`src/rtl/buff_pkg.sv`:
```
// buff_pkg: state encoding, default parameters and owner-id width helper for buff_rr_arbiter.
package buff_pkg;
  typedef enum logic {IDLE = 1'b0, GRANT = 1'b1} state_t;
  localparam int MAX_BURST_DEF = 4;
  localparam int BUF_LAT_DEF = 1;
  function automatic int id_width(input int n);
    return (n > 1) ? $clog2(n) : 1;
  endfunction
endpackage

```
`src/rtl/buff_rr_pick.sv`:
```
// buff_rr_pick: combinational round-robin picker, first set request scanning upward from ptr with wrap.
import buff_pkg::*;
module buff_rr_pick #(
  parameter int N = 4,
  parameter int IDW = id_width(N)
) (
  input  logic [N-1:0]   req,
  input  logic [IDW-1:0] ptr,
  output logic [N-1:0]   onehot,
  output logic [IDW-1:0] id,
  output logic           any
);
  logic [2*N-1:0] dbl;
  assign dbl = {req, req} >> ptr;
  always_comb begin
    id = '0;
    for (int i = N - 1; i >= 0; i--)
      if (dbl[i]) id = IDW'((int'(ptr) + i) % N);
  end
  assign any = |req;
  assign onehot = any ? N'(1) << id : '0;
endmodule

```
`src/rtl/buff_rr_arbiter.sv`:
```
// buff_rr_arbiter: round-robin, burst-bounded sharing of one buff stage with a {valid,id} tag delay line.
// Optional BUFF_ARB_LOCK_EN adds a lock input that suspends the burst limit for the current owner.
import buff_pkg::*;
module buff_rr_arbiter #(
  parameter int N = 4,
  parameter int MAX_BURST = MAX_BURST_DEF,
  parameter int BUF_LAT = BUF_LAT_DEF,
  parameter int IDW = id_width(N)
) (
  input  logic           clk,
  input  logic           reset,
  input  logic [N-1:0]   req,
  input  logic [N-1:0]   din,
`ifdef BUFF_ARB_LOCK_EN
  input  logic           lock,
`endif
  output logic [N-1:0]   gnt,
  output logic           buf_in,
  input  logic           buf_out,
  output logic           out_valid,
  output logic [IDW-1:0] out_id,
  output logic           out_data
);
  localparam logic [3:0] MB = 4'(MAX_BURST);
  state_t state, state_n;
  logic [IDW-1:0] own, own_n, ptr, ptr_n, nxt_own, p_ptr, p_id;
  logic [N-1:0] gnt_n, others, p_req, p_oh;
  logic [3:0] cnt, cnt_n;
  logic p_any, oth_any, keep, lk;
  logic [BUF_LAT-1:0] tv;
  logic [IDW-1:0] tid [BUF_LAT];
`ifdef BUFF_ARB_LOCK_EN
  assign lk = lock;
`else
  assign lk = 1'b0;
`endif
  assign others = req & ~gnt;
  assign oth_any = |others;
  assign nxt_own = (own == IDW'(N - 1)) ? '0 : own + 1'b1;
  // In GRANT the picker searches the competitors from the slot after the owner
  assign p_req = (state == GRANT) ? others : req;
  assign p_ptr = (state == GRANT) ? nxt_own : ptr;
  assign keep = req[own] && (lk || cnt < MB || !oth_any);
  buff_rr_pick #(.N(N), .IDW(IDW)) u_pick (
    .req(p_req), .ptr(p_ptr), .onehot(p_oh), .id(p_id), .any(p_any)
  );
  always_comb begin
    state_n = state;
    own_n = own;
    ptr_n = ptr;
    cnt_n = cnt;
    gnt_n = gnt;
    if (state == IDLE) begin
      if (p_any) begin
        state_n = GRANT;
        own_n = p_id;
        gnt_n = p_oh;
        cnt_n = 4'd1;
      end
    end else if (keep) begin
      cnt_n = (lk || cnt >= MB) ? MB : cnt + 4'd1;
    end else if (oth_any) begin
      ptr_n = nxt_own;
      own_n = p_id;
      gnt_n = p_oh;
      cnt_n = 4'd1;
    end else begin
      state_n = IDLE;
      gnt_n = '0;
      ptr_n = nxt_own;
      cnt_n = '0;
    end
  end
  always_ff @(posedge clk) begin
    if (reset) begin
      state <= IDLE;
      own <= '0;
      ptr <= '0;
      cnt <= '0;
      gnt <= '0;
    end else begin
      state <= state_n;
      own <= own_n;
      ptr <= ptr_n;
      cnt <= cnt_n;
      gnt <= gnt_n;
    end
  end
  assign buf_in = (state == GRANT) ? din[own] : 1'b0;
  always_ff @(posedge clk) begin
    if (reset) begin
      tv <= '0;
      for (int i = 0; i < BUF_LAT; i++) tid[i] <= '0;
    end else begin
      tv[0] <= (state == GRANT);
      tid[0] <= own;
      for (int i = 1; i < BUF_LAT; i++) begin
        tv[i] <= tv[i-1];
        tid[i] <= tid[i-1];
      end
    end
  end
  assign out_valid = tv[BUF_LAT-1];
  assign out_id = tid[BUF_LAT-1];
  assign out_data = buf_out;
endmodule

```
`config.mk`:
```
export PLATFORM = sky130hd
export DESIGN_NAME = buff_rr_arbiter
export DESIGN_NICKNAME = d
export VERILOG_FILES = /design/src/rtl/buff_pkg.sv /design/src/rtl/buff_rr_pick.sv /design/src/rtl/buff_rr_arbiter.sv
export SDC_FILE = /design/constraint.sdc
export NUM_CORES = 1
export LEC_CHECK = 0
export ABC_AREA = 1
export CAP_MARGIN = 10
export CORE_MARGIN = 5
export CORE_UTILIZATION = 48
export CTS_BUF_LIST = sky130_fd_sc_hd__clkbuf_8
export CTS_CLUSTER_DIAMETER = 200
export DETAILED_ROUTE_END_ITERATION = 16
export PLACE_DENSITY_LB_ADDON = 0.15
export SLEW_MARGIN = 20
export SYNTH_ARGS = -nofsm -noshare
export SYNTH_HDL_FRONTEND = slang
export SYNTH_SLANG_ARGS = --single-unit
export TNS_END_PERCENT = 10
```
`constraint.sdc`:
```
create_clock -name clk -period 1.5 [get_ports clk]
set_input_delay 0.375 -clock clk [delete_from_list [all_inputs] [get_ports clk]]
set_output_delay 0.375 -clock clk [all_outputs]
set_load 0.02 [all_outputs]
```
# Word level (Yosys, flattened, before mapping)

Memory sizes are Yosys's and may differ from the RTL's.
Cells that the tools add are included.
W data, S select, Z words.

Memories: 1
Flip-flop bits (word level): 14
Word-level logic and storage cells: 68
Memory bits (writable): 2
Output and inout bits: 9
Input bits: 11

$add $sub $neg: 5
Bitwise logic cells: 3
Magnitude comparators: 3
Mux-type cells: 35
Reduce and logical (&&, ||, !) cells: 10
Shifts and indexed selects: 2
Equality and inequality tests: 3

Memory list:

| memory | depth | width | rd ports | clocked after memory_dff | write ports | RTL line              | RTL |
|---|---|---|---|---|---|---|---|
| tid    | 1     | 2     | 1        | 0                        | 1           | buff_rr_arbiter.sv:31 | `logic [IDW-1:0] tid [BUF_LAT];` |

Operator list:

| cell                  | count |
|---|---|
| $mux W4               | 10 |
| $mux W2               | 11 |
| $mux W1               | 12 |
| $reduce_or A4 Y1      | 2 |
| $shr A8 B2 Y4         | 1 |
| $add A2 B1 Y2 const B | 2 |
| $add A2 B2 Y2 const B | 2 |
| $add A4 B1 Y4 const B | 1 |
| $and A4 B4 Y4         | 1 |
| $bmux W1 S2           | 2 |
| $ge A4 B3 Y1 const B  | 1 |
| $lt A4 B3 Y1 const B  | 1 |
| $not A4 Y4            | 1 |
| $reduce_and A2 Y1     | 2 |
| $shl A1 B2 Y4 const A | 1 |
| $lt A2 B3 Y1 const B  | 1 |
| $reduce_and A3 Y1     | 1 |
| $eq A2 B2 Y1 const B  | 1 |
| $ne A2 B1 Y1 const B  | 1 |
| $ne A2 B2 Y1 const B  | 1 |
| $reduce_bool A2 Y1    | 1 |
| $reduce_or A2 Y1      | 1 |
| $logic_and A1 B1 Y1   | 1 |
| $logic_not A1 Y1      | 1 |
| other kinds (2)       | 2 |

# Logic depth before layout (Yosys ltp)

Gate-level depths: netlist of run 1.

Word-level depth: 13
Depth in mapped cells: 16

# Cells and area by module

Synthesis of run 1 repeated with hierarchy kept, for this count alone.

Cell total of the unflattened synthesis: 169
Area total of the unflattened synthesis: 1,144.8 um2

By module, submodules not included:

| module          | seq. area each (um2) | cells each | area each (um2) | times used |
|---|---|---|---|---|
| buff_rr_arbiter | 320.3                | 119        | 847.1           | 1 |
| buff_rr_pick    | 0.0                  | 50         | 297.8           | 1 |

# Worst setup path before layout of run 1

Ideal clock, no wire load.

Kind: register -> register
Start: register own[1]
End: register gnt[3]
Arrival time: 1.465 ns
Buffers on the path: 0
Stages on the path, launching flop included: 14
Setup slack: -0.092 ns
Library setup time: 0.128 ns
Path through: dfxtp_1 -> ha_1 -> nand2_1 -> nand2_2 -> inv_2 -> nand3_2 -> nand2_1 -> nand2_1 -> nor2_2 -> nor2_2 -> nor2_4 -> nor2_1 -> nor2_1 -> nor2_1

Word-level cells in the longest chain between the ends: 13
Elaborated cells on any way between the ends: 23
Classes of those cells: 4 x add/sub; 2 x eq/ne; 2 x shift; 13 x mux; 2 x reduce/logical

Ends and longest elaborated chain:

| what                                           | RTL line                               | RTL |
|---|---|---|
| start: declaration                             | buff_rr_arbiter.sv:26                  | `logic [IDW-1:0] own, own_n, ptr, ptr_n, nxt_own, p_ptr, p_id;` |
| start signal: assignment                       | buff_rr_arbiter.sv:83                  | `own <= own_n;` |
| $add A2 B1 Y2 or $eq A2 B2 Y1 (tied branches)  | buff_rr_arbiter.sv:39                  | `assign nxt_own = (own == IDW'(N - 1)) ? '0 : own + 1'b1;` |
| $mux W2 *                                      | buff_rr_arbiter.sv:39                  |  |
| net nxt_own[1]                                 | buff_rr_arbiter.sv:26                  |  |
| $mux W2 *                                      | buff_rr_arbiter.sv:42                  | `assign p_ptr = (state == GRANT) ? nxt_own : ptr;` |
| $add A2 B2 Y2 or $shr A8 B2 Y4 (tied branches) | buff_rr_pick.sv:18, buff_rr_pick.sv:14 |  |
| $mux W2 (3 in series)                          | buff_rr_pick.sv:18                     | `if (dbl[i]) id = IDW'((int'(ptr) + i) % N);` |
| $mux W2 *                                      | buff_rr_pick.sv:18                     |  |
| $shl A1 B2 Y4 *                                | buff_rr_pick.sv:21                     | `assign onehot = any ? N'(1) << id : '0;` |
| $mux W4 *                                      | buff_rr_pick.sv:21                     |  |
| $mux W4                                        | buff_rr_arbiter.sv:62                  | `end else if (oth_any) begin` |
| $mux W4                                        | buff_rr_arbiter.sv:60                  | `end else if (keep) begin` |
| $mux W4 *                                      | buff_rr_arbiter.sv:53                  | `if (state == IDLE) begin` |
| end signal: assignment                         | buff_rr_arbiter.sv:86                  | `gnt <= gnt_n;` |
| end: declaration                               | buff_rr_arbiter.sv:17                  | `output logic [N-1:0] gnt,` |

Mark *: on every way through the listed nets, which the timed path passes. The rest lies on a longest branch. The select of a mux whose other input is x is not followed.
A chain may end at the register's enable or synchronous reset.

# Worst setup path after layout of run 1

Start: input din[2]
End: output buf_in

Word-level cells in the longest chain between the ends: 3

Ends and longest elaborated chain:

| what                          | RTL line              | RTL |
|---|---|---|
| start: declaration            | buff_rr_arbiter.sv:13 | `input logic [N-1:0] din,` |
| $bmux W1 S2                   | buff_rr_arbiter.sv:89 | `assign buf_in = (state == GRANT) ? din[own] : 1'b0;` |
| $mux W1 (implied by the code) | buff_rr_arbiter.sv:89 |  |
| $mux W1                       | buff_rr_arbiter.sv:89 |  |
| end: declaration              | buff_rr_arbiter.sv:18 | `output logic buf_in,` |

No other way between the ends. The select of a mux whose other input is x is not followed.

==> results of run 1 <==
==> cell type report <==
class / instances / area [sq um]
Clock buffer: 3 / 41.29
Fill cell: 162 / 533.0
Inverter: 20 / 87.58
Multi-Input combinational cell: 127 / 772.0
Sequential cell: 16 / 329.1
Tap cell: 28 / 35.03
Timing Repair Buffer: 48 / 392.9
==> sequential cells by signal (all words and copies together) (netlist names) <==
name,count
cnt,4
gnt,4
own,2
ptr,2
tid,2
out_valid,1
state,1
==> through the flow <==
step	setup TNS, ns	std cells	cell area, sq um	power [mW]
4_1_cts	-1.336	241	1600	2.797
3_3_place_gp	-6.303	233	1478	2.250
2_1_floorplan	-0.1091	168	1130	1.719
3_5_place_dp	-7.065	233	1478	2.304
5_1_grt	-2.733	242	1658	3.190
6_report	-1.278	242	1658	2.953
==> placed cells by master (no fill, tap or decap) <==
cell type	count
nand3_1	5
inv_6	1
o21ai_4	1
dfxtp_2	1
nand2_4	6
inv_2	3
nor2_4	2
o21ai_1	1
nand3_4	2
buf_4	30
nor2_2	4
dfxtp_1	13
nand3_2	4
nor2_1	20
inv_1	15
a21oi_2	4
nand2_8	1
dfxtp_4	2
clkbuf_8	3
nand2_1	35
o21ai_2	2
clkbuf_2	1
inv_8	1
ha_1	1
ha_4	1
buf_6	3
nand3b_1	1
xnor2_1	1
nand4_1	1
a21oi_1	10
o21ai_0	8
clkdlybuf4s50_1	5
nand2_2	17
dlygate4sd2_1	9
==> worst max-delay path, stage by stage <==
cell             delay, ns
clkdlybuf4s50_1       0.46
nor2_1                0.04
nor2_1                0.07
o21ai_0               0.08
a21oi_1               0.15
buf_4                 0.16
==> power by group <==
part / switching (mW) / total [mW] / internal [mW]
Clock: 0.143 / 0.321 / 0.178
Combinational: 1.11 / 2.01 / 0.894
Sequential: 0.0920 / 0.626 / 0.534
Total: 1.35 / 2.95 / 1.61
==> layer usage <==
layer | vias to the layer above | routed length [microns]
li1 | 621 | -
met3 | 7 | 121
met4 | 0 | 41
met2 | 27 | 1541
met1 | 573 | 1270
met5 | - | 0
==> kinds of logic (layout without fill, tap and decap cells) <==
group	Yosys count	in the layout
adder cells (fa/ha/maj)	2	2
AO/OA/AOI/OAI	26	26
buffers and inverters	25	71
AND/OR/NAND/NOR	98	98
XOR/XNOR	1	1
flip-flops	16	16
==> worst paths after layout <==
path | startpoint | to | slack, ns | cells past startpoint
worst max-delay path | din[2] | buf_in | -0.21 | 6
worst min-delay path | cnt[3]$_SDFFE_PP0P_ | cnt[3]$_SDFFE_PP0P_ | 0.45 | 2
worst max register to register | state$_SDFF_PP0_ | gnt[1]$_SDFFE_PP0P_ | -0.19 | 12
worst min register to register | cnt[3]$_SDFFE_PP0P_ | cnt[3]$_SDFFE_PP0P_ | 0.45 | 2
==> timing repair <==
action	CTS	global route
gates resized for setup	35	15
cloned	0	0
setup endpoints to repair	21	13
pin swaps	15	14
buffers inserted	5	1
==> results.sh, run 1 <==
export IMPL_drv_cap=0
export IMPL_grt_max_degree=14
export IMPL_gp_congestion=0.7886
export IMPL_synthCells=168
export IMPL_ys_top_cells_by_count="nand2_1 (47), nor2_1 (22), dfxtp_1 (16), inv_1 (16), a21oi_1 (12)"
export IMPL_crit_required_ns=1.12
export IMPL_ys_types=26
export IMPL_status="complete, but fails checks"
export IMPL_clkSinkCount=16
export IMPL_grt_first_pass_wirelength_microns=5085
export IMPL_drive_gt1_share_pct=41.59
export IMPL_worst_hold_path_type="reg2reg"
export IMPL_cts_buffer_depth=2
export IMPL_power_density_nw_per_um2=1781
export IMPL_grt_util_all_layers_pct=18.91
export IMPL_use_met2_pct=36.61
export IMPL_area_delta_synth_final_pct=50.74
export IMPL_gr_usage_met3_pct=4.009
export IMPL_vias=1228
export IMPL_synth_most_common_cell="nand2_1"
export IMPL_crit_type="in2out"
export IMPL_ir_worst_vdd_mv=1.161
export IMPL_synth_xor_area_share_pct=0.7964
export IMPL_pin_count=20
export IMPL_wl_per_cell_microns=12.29
export IMPL_startpoint_type="primary input"
export IMPL_synth_mux_area_share_pct=0
export IMPL_synth_top_cell_area_share_pct=29.12
export IMPL_yosysSeqAreaShare_pct=29.12
export IMPL_synth_edf_count=0
export IMPL_p_leak_nw=0.8293
export IMPL_wirelength_microns=2975
export IMPL_row_count=17
export IMPL_yosys_area_top_type="dfxtp_1"
export IMPL_vias_per_cell=5.074
export IMPL_use_met1_pct=20.67
export IMPL_coreArea_sq_um=2191
export IMPL_synth_area_leaders="dfxtp_1 (29%), nand2_1 (16%), nor2_1 (7.5%)"
export IMPL_antenna_found_initial=0
export IMPL_start_util_pct=50.20
export IMPL_drt_initial_drc_count=38
export IMPL_hpwl_microns=2269
export IMPL_final_max_slew_viol_count=0
export IMPL_diodes=0
export IMPL_crit_arrival_ns=1.33
export IMPL_violations="negative setup slack"
export IMPL_syn_nets=181
export IMPL_ys_async_sr_fraction_pct=0
export IMPL_syn_cell_area_sq_um=1100
export IMPL_cts_clk_slew_worst_paths_ns=0.06
export IMPL_grt_overflow=0
export IMPL_first_pass_iters=4
export IMPL_worst_pin_slew_ns=0.2727
export IMPL_worstPathMaxFanout=1
export IMPL_timing_hold_ws_ns=0.4451
export IMPL_die_area_sq_um=3348
export IMPL_die_width_microns=57.87
export IMPL_fin_skew_ns=0.002673
export IMPL_finalHoldViolCount=0
export IMPL_clkLatencyLatePin_ns=0.25
export IMPL_slew_headroom_pct=81.82
export IMPL_die_y_microns=57.87
export IMPL_period_share_pct=113.7
export IMPL_synth_adder_area_share_pct=2.275
export IMPL_tritoncts="yes"
export IMPL_numCtsBuffers=3
export IMPL_syn_avg_cell_area_sq_um=6.546
export IMPL_finalSetupViolations=11
export IMPL_htreeDepth=1
export IMPL_antenna_left=0
export IMPL_cts_hold_buf=0
export IMPL_io_buffers=17
export IMPL_rsz0062_at_grt="true"
export IMPL_fmax_ghz=0.5861
export IMPL_busiest_layer="met2"
export IMPL_final_util_pct=75.67
export IMPL_grt_pass1_vias=1230
export IMPL_dp_slack_ns=-0.6877
export IMPL_drc=0
export IMPL_cts_root_buf="clkbuf_8"
export IMPL_finalWorstSetupSlack_ns=-0.2062
export IMPL_end_kind="output port"
export IMPL_nets=229
export IMPL_ys_flop_type="dfxtp_1"
export IMPL_fin_crit_ns=1.706
export IMPL_yosysWarnings=0
export IMPL_synth_compound_area_share_pct=13.88
export IMPL_yosys_area_share_simple_pct=42.55
export IMPL_yosys_register_bits=16
export IMPL_synth_top_family_by_area="simple AND/OR/NAND/NOR gates"
Note: power is estimated with default switching activity, not from simulation.
==> inputs of run 2 (changes only) <==
--- a/config.mk
+++ b/config.mk
@@ -8,7 +8,7 @@
 export ABC_AREA = 1
 export CAP_MARGIN = 10
 export CORE_MARGIN = 5
-export CORE_UTILIZATION = 48
+export CORE_UTILIZATION = 54
 export CTS_BUF_LIST = sky130_fd_sc_hd__clkbuf_8
 export CTS_CLUSTER_DIAMETER = 200
 export DETAILED_ROUTE_END_ITERATION = 16
@@ -16,5 +16,6 @@
 export SLEW_MARGIN = 20
 export SYNTH_ARGS = -nofsm -noshare
 export SYNTH_HDL_FRONTEND = slang
+export SYNTH_HIERARCHICAL = 1
 export SYNTH_SLANG_ARGS = --single-unit
 export TNS_END_PERCENT = 10
==> constraint.sdc (replaced) <==
create_clock -name clk -period 1.7 [get_ports clk]
set_input_delay 0.425 -clock clk [delete_from_list [all_inputs] [get_ports clk]]
set_output_delay 0.425 -clock clk [all_outputs]
set_load 0.02 [all_outputs]
==> run 2 against run 1 <==
Compared with the run above: the run still ends with negative setup slack left; critical path depth rose by 8; synthesized area rose by 4.1%; clock power increased by 7.2%; register-to-register slack improved by 0.15 ns; combinational power shrank 12%; sequential power down 11%; first-iteration DRC count rose by 13%; flip-flop and latch count unchanged; routed wire length is 12% higher; clock-buffer cell count is 1 higher; critical path type is now in2reg; highest routed layer unchanged.
==> results.sh, run 2 <==
export IMPL_end_kind="flop"
export IMPL_ys_top_cells_by_count="nand2_1 (43), nor2_1 (18), dfxtp_1 (16), a21oi_1 (13), inv_1 (13)"
export IMPL_mostFrequentLayoutCell="nand2_1"
export IMPL_wirelength_microns=3339
export IMPL_pin_count=20
export IMPL_cp_cell_sequence="dlygate4sd2_1 > nand2_1 > nand2_1 > inv_1 > nand2_1 > nand3_1 > nand2_2 > nand2_2 > nand3_2 > nand2_4 > nand2_1 > nor2_2 > nand3_1 > a21oi_1"
export IMPL_syn_avg_cell_area_sq_um=6.774
export IMPL_final_cell_mix="nand2_1 (37), buf_4 (23), nor2_1 (16)"
export IMPL_numCtsBuffers=3
export IMPL_die_y_microns=56.05
export IMPL_finalSetupViolations=5
export IMPL_yosys_register_bits=16
export IMPL_syn_nets=182
export IMPL_worst_hold_path_type="reg2reg"
export IMPL_p_int_mw=1.418
export IMPL_crit_required_ns=1.89
export IMPL_grt_util_all_layers_pct=21.81
export IMPL_fillers=119
export IMPL_p_leak_nw=0.7879
export IMPL_antenna_left=0
export IMPL_row_count=16
export IMPL_sw_frac_of_total_pct=46.89
export IMPL_area_delta_synth_final_pct=44.70
export IMPL_worstPathMaxFanout=4
export IMPL_synth_edf_count=0
export IMPL_grt_first_pass_wirelength_microns=5602
export IMPL_cts_clk_slew_worst_paths_ns=0.07
export IMPL_die_area_sq_um=3141
export IMPL_timing_hold_ws_ns=0.4561
export IMPL_gp_congestion=0.8179
export IMPL_period_share_pct=103.2
export IMPL_cts_buffer_depth=2
export IMPL_vias_per_cell=5.586
export IMPL_final_max_slew_viol_count=0
export IMPL_drv_cap=0
export IMPL_grt_pass1_vias=1279
export IMPL_first_pass_iters=5
export IMPL_grt_max_degree=10
export IMPL_crit_path_frequent_cell="nand2_1"
export IMPL_yosysWarnings=6
export IMPL_drt_initial_drc_count=43
export IMPL_wl_per_cell_microns=14.09
export IMPL_final_util_pct=83.59
export IMPL_p_comb_share_pct=66.3
export IMPL_syn_cell_area_sq_um=1145
export IMPL_rsz0062_at_grt="true"
export IMPL_die_width_microns=56.05
export IMPL_start_util_pct=57.77
export IMPL_finalHoldViolCount=0
export IMPL_fin_skew_ns=0.002044
export IMPL_cts_hold_buf=0
export IMPL_fin_crit_ns=1.755
export IMPL_cp_slowest_cell="dlygate4sd2_1"
export IMPL_p_sw_mw=1.252
export IMPL_nets=224
export IMPL_top_regs="cnt: 4 flops, gnt: 4 flops"
export IMPL_finalWorstSetupSlack_ns=-0.05487
export IMPL_fmax_ghz=0.5698
export IMPL_ir_worst_vdd_mv=1.089
export IMPL_clockPowerShare_pct=12.9
export IMPL_startpoint_type="primary input"
export IMPL_synthCells=169
export IMPL_synth_area_leaders="dfxtp_1 (28%), nand2_1 (14%), nand3_2 (6.1%)"
export IMPL_yosys_area_top_type="dfxtp_1"
export IMPL_antenna_found_initial=0
export IMPL_crit_type="in2reg"
export IMPL_worst_pin_slew_ns=0.2892
export IMPL_power_density_nw_per_um2=1612
export IMPL_violations="negative setup slack"
export IMPL_synth_most_common_cell="nand2_1"
export IMPL_coreArea_sq_um=1982
export IMPL_power_mw=2.670
export IMPL_diodes=0
export IMPL_status="complete, but fails checks"
export IMPL_ys_async_sr_fraction_pct=0
export IMPL_cts_root_buf="clkbuf_8"
export IMPL_hpwl_microns=2214
export IMPL_share_seq_of_total_power_pct=20.8
export IMPL_ys_types=26
export IMPL_drc=0
export IMPL_htreeDepth=1
export IMPL_slew_headroom_pct=80.66
export IMPL_vias=1324
export IMPL_tritoncts="yes"
export IMPL_slowest_delay_ns=0.27
export IMPL_ys_flop_type="dfxtp_1"
export IMPL_synth_top_cell_area_share_pct=27.98
export IMPL_grt_overflow=0
export IMPL_io_buffers=17
export IMPL_yosysSeqAreaShare_pct=27.98
export IMPL_crit_arrival_ns=1.94
export IMPL_clkLatencyLatePin_ns=0.25
export IMPL_clkSinkCount=16
export IMPL_drive_gt1_share_pct=41.43
run 2: cell types whose count changed after synthesis, sizes merged, moves of 2 or more:
| cell | before | now |
|---|---|---|
| a21oi | 14 | 16 |
| nand2 | 59 | 57 |
| nand3 | 11 | 19 |
| nor2 | 26 | 20 |
run 2: cells by family (layout without fill, tap and decap cells):
| logic type | count (synthesis) | after routing | share of synthesized area [%] |
|---|---|---|---|
| simple gates | 97 | 97 | 43.06 |
| flops | 16 | 16 | 27.98 |
| buf+inv | 24 | 65 | 11.37 |
| compound gates | 29 | 29 | 14.64 |
| fa+ha+maj | 2 | 2 | 2.185 |
| xor+xnor | 1 | 1 | 0.7652 |
run 2: worst paths after layout:
kind | from | endpoint | slack (ns) | cells past startpoint
worst max-delay path | req[1] | gnt[0]$_SDFFE_PP0P_ | -0.05 | 14
worst min-delay path | cnt[3]$_SDFFE_PP0P_ | cnt[3]$_SDFFE_PP0P_ | 0.46 | 2
worst max register to register | own[0]$_SDFFE_PP0P_ | gnt[0]$_SDFFE_PP0P_ | -0.04 | 14
worst min register to register | cnt[3]$_SDFFE_PP0P_ | cnt[3]$_SDFFE_PP0P_ | 0.46 | 2
run 2: metal layers:
layer / track usage (%) / vias to the layer above / part of all wire (%)
li1: - / 625 / -
met1: 26.98 / 611 / 41
met2: 36.73 / 73 / 48
met3: 3.944 / 15 / 6.9
met4: 9.153 / 0 / 4.2
met5: 0 / - / 0
run 2: area by class of cell:
class                   count  area [sq um]  area share (%)
repair buffers             41         351.6           21.22
clock buffers               4         55.05           3.323
multi-input cells         129         778.2           46.98
flip-flops and latches     16         329.1           19.86
well taps                  27         33.78           2.039
inverters                  20         108.9           6.571
run 2: metrics by stage:
step	TNS, ns	setup WS, ns	area [sq um]	cells
5_1_grt	-0.7531	-0.1721	1657	237
3_3_place_gp	-4.139	-0.5346	1454	227
2_1_floorplan	0	0.01663	1149	169
3_5_place_dp	-4.585	-0.5620	1454	227
4_1_cts	-0.004868	-0.004205	1588	235
6_report	-0.1382	-0.05487	1657	237
run 2: critical path: cells and delay by family:
kind,cells,cell delay [ns]
buffers and inverters,2,0.38
AND/OR/NAND/NOR,11,0.99
AO/OA/AOI/OAI,1,0.14
run 2: timing repair:
action / in CTS / in global routing
pin swaps: 10 / 11
gates resized for setup: 33 / 18
setup buffers: 4 / 2
endpoints found under the hold margin: 0 / 0
setup endpoints to repair: 8 / 10
run 2: power groups by stage:
stage	logic (mW)	registers, mW	clock network, mW
finish	1.77	0.555	0.344
CTS	1.62	0.548	0.349
detailed placement	1.50	0.541	0
global route	1.92	0.571	0.370
global placement	1.47	0.536	0
floorplan	1.02	0.585	0
==> inputs of run 3 (changes only) <==
--- a/config.mk
+++ b/config.mk
@@ -6,7 +6,7 @@
 export NUM_CORES = 1
 export LEC_CHECK = 0
 export ABC_AREA = 1
-export CAP_MARGIN = 10
+export CAP_MARGIN = 20
 export CORE_MARGIN = 5
 export CORE_UTILIZATION = 54
 export CTS_BUF_LIST = sky130_fd_sc_hd__clkbuf_8
==> results of run 3 <==
No change in the layout: final DEF, timing and power equal those of run 2.
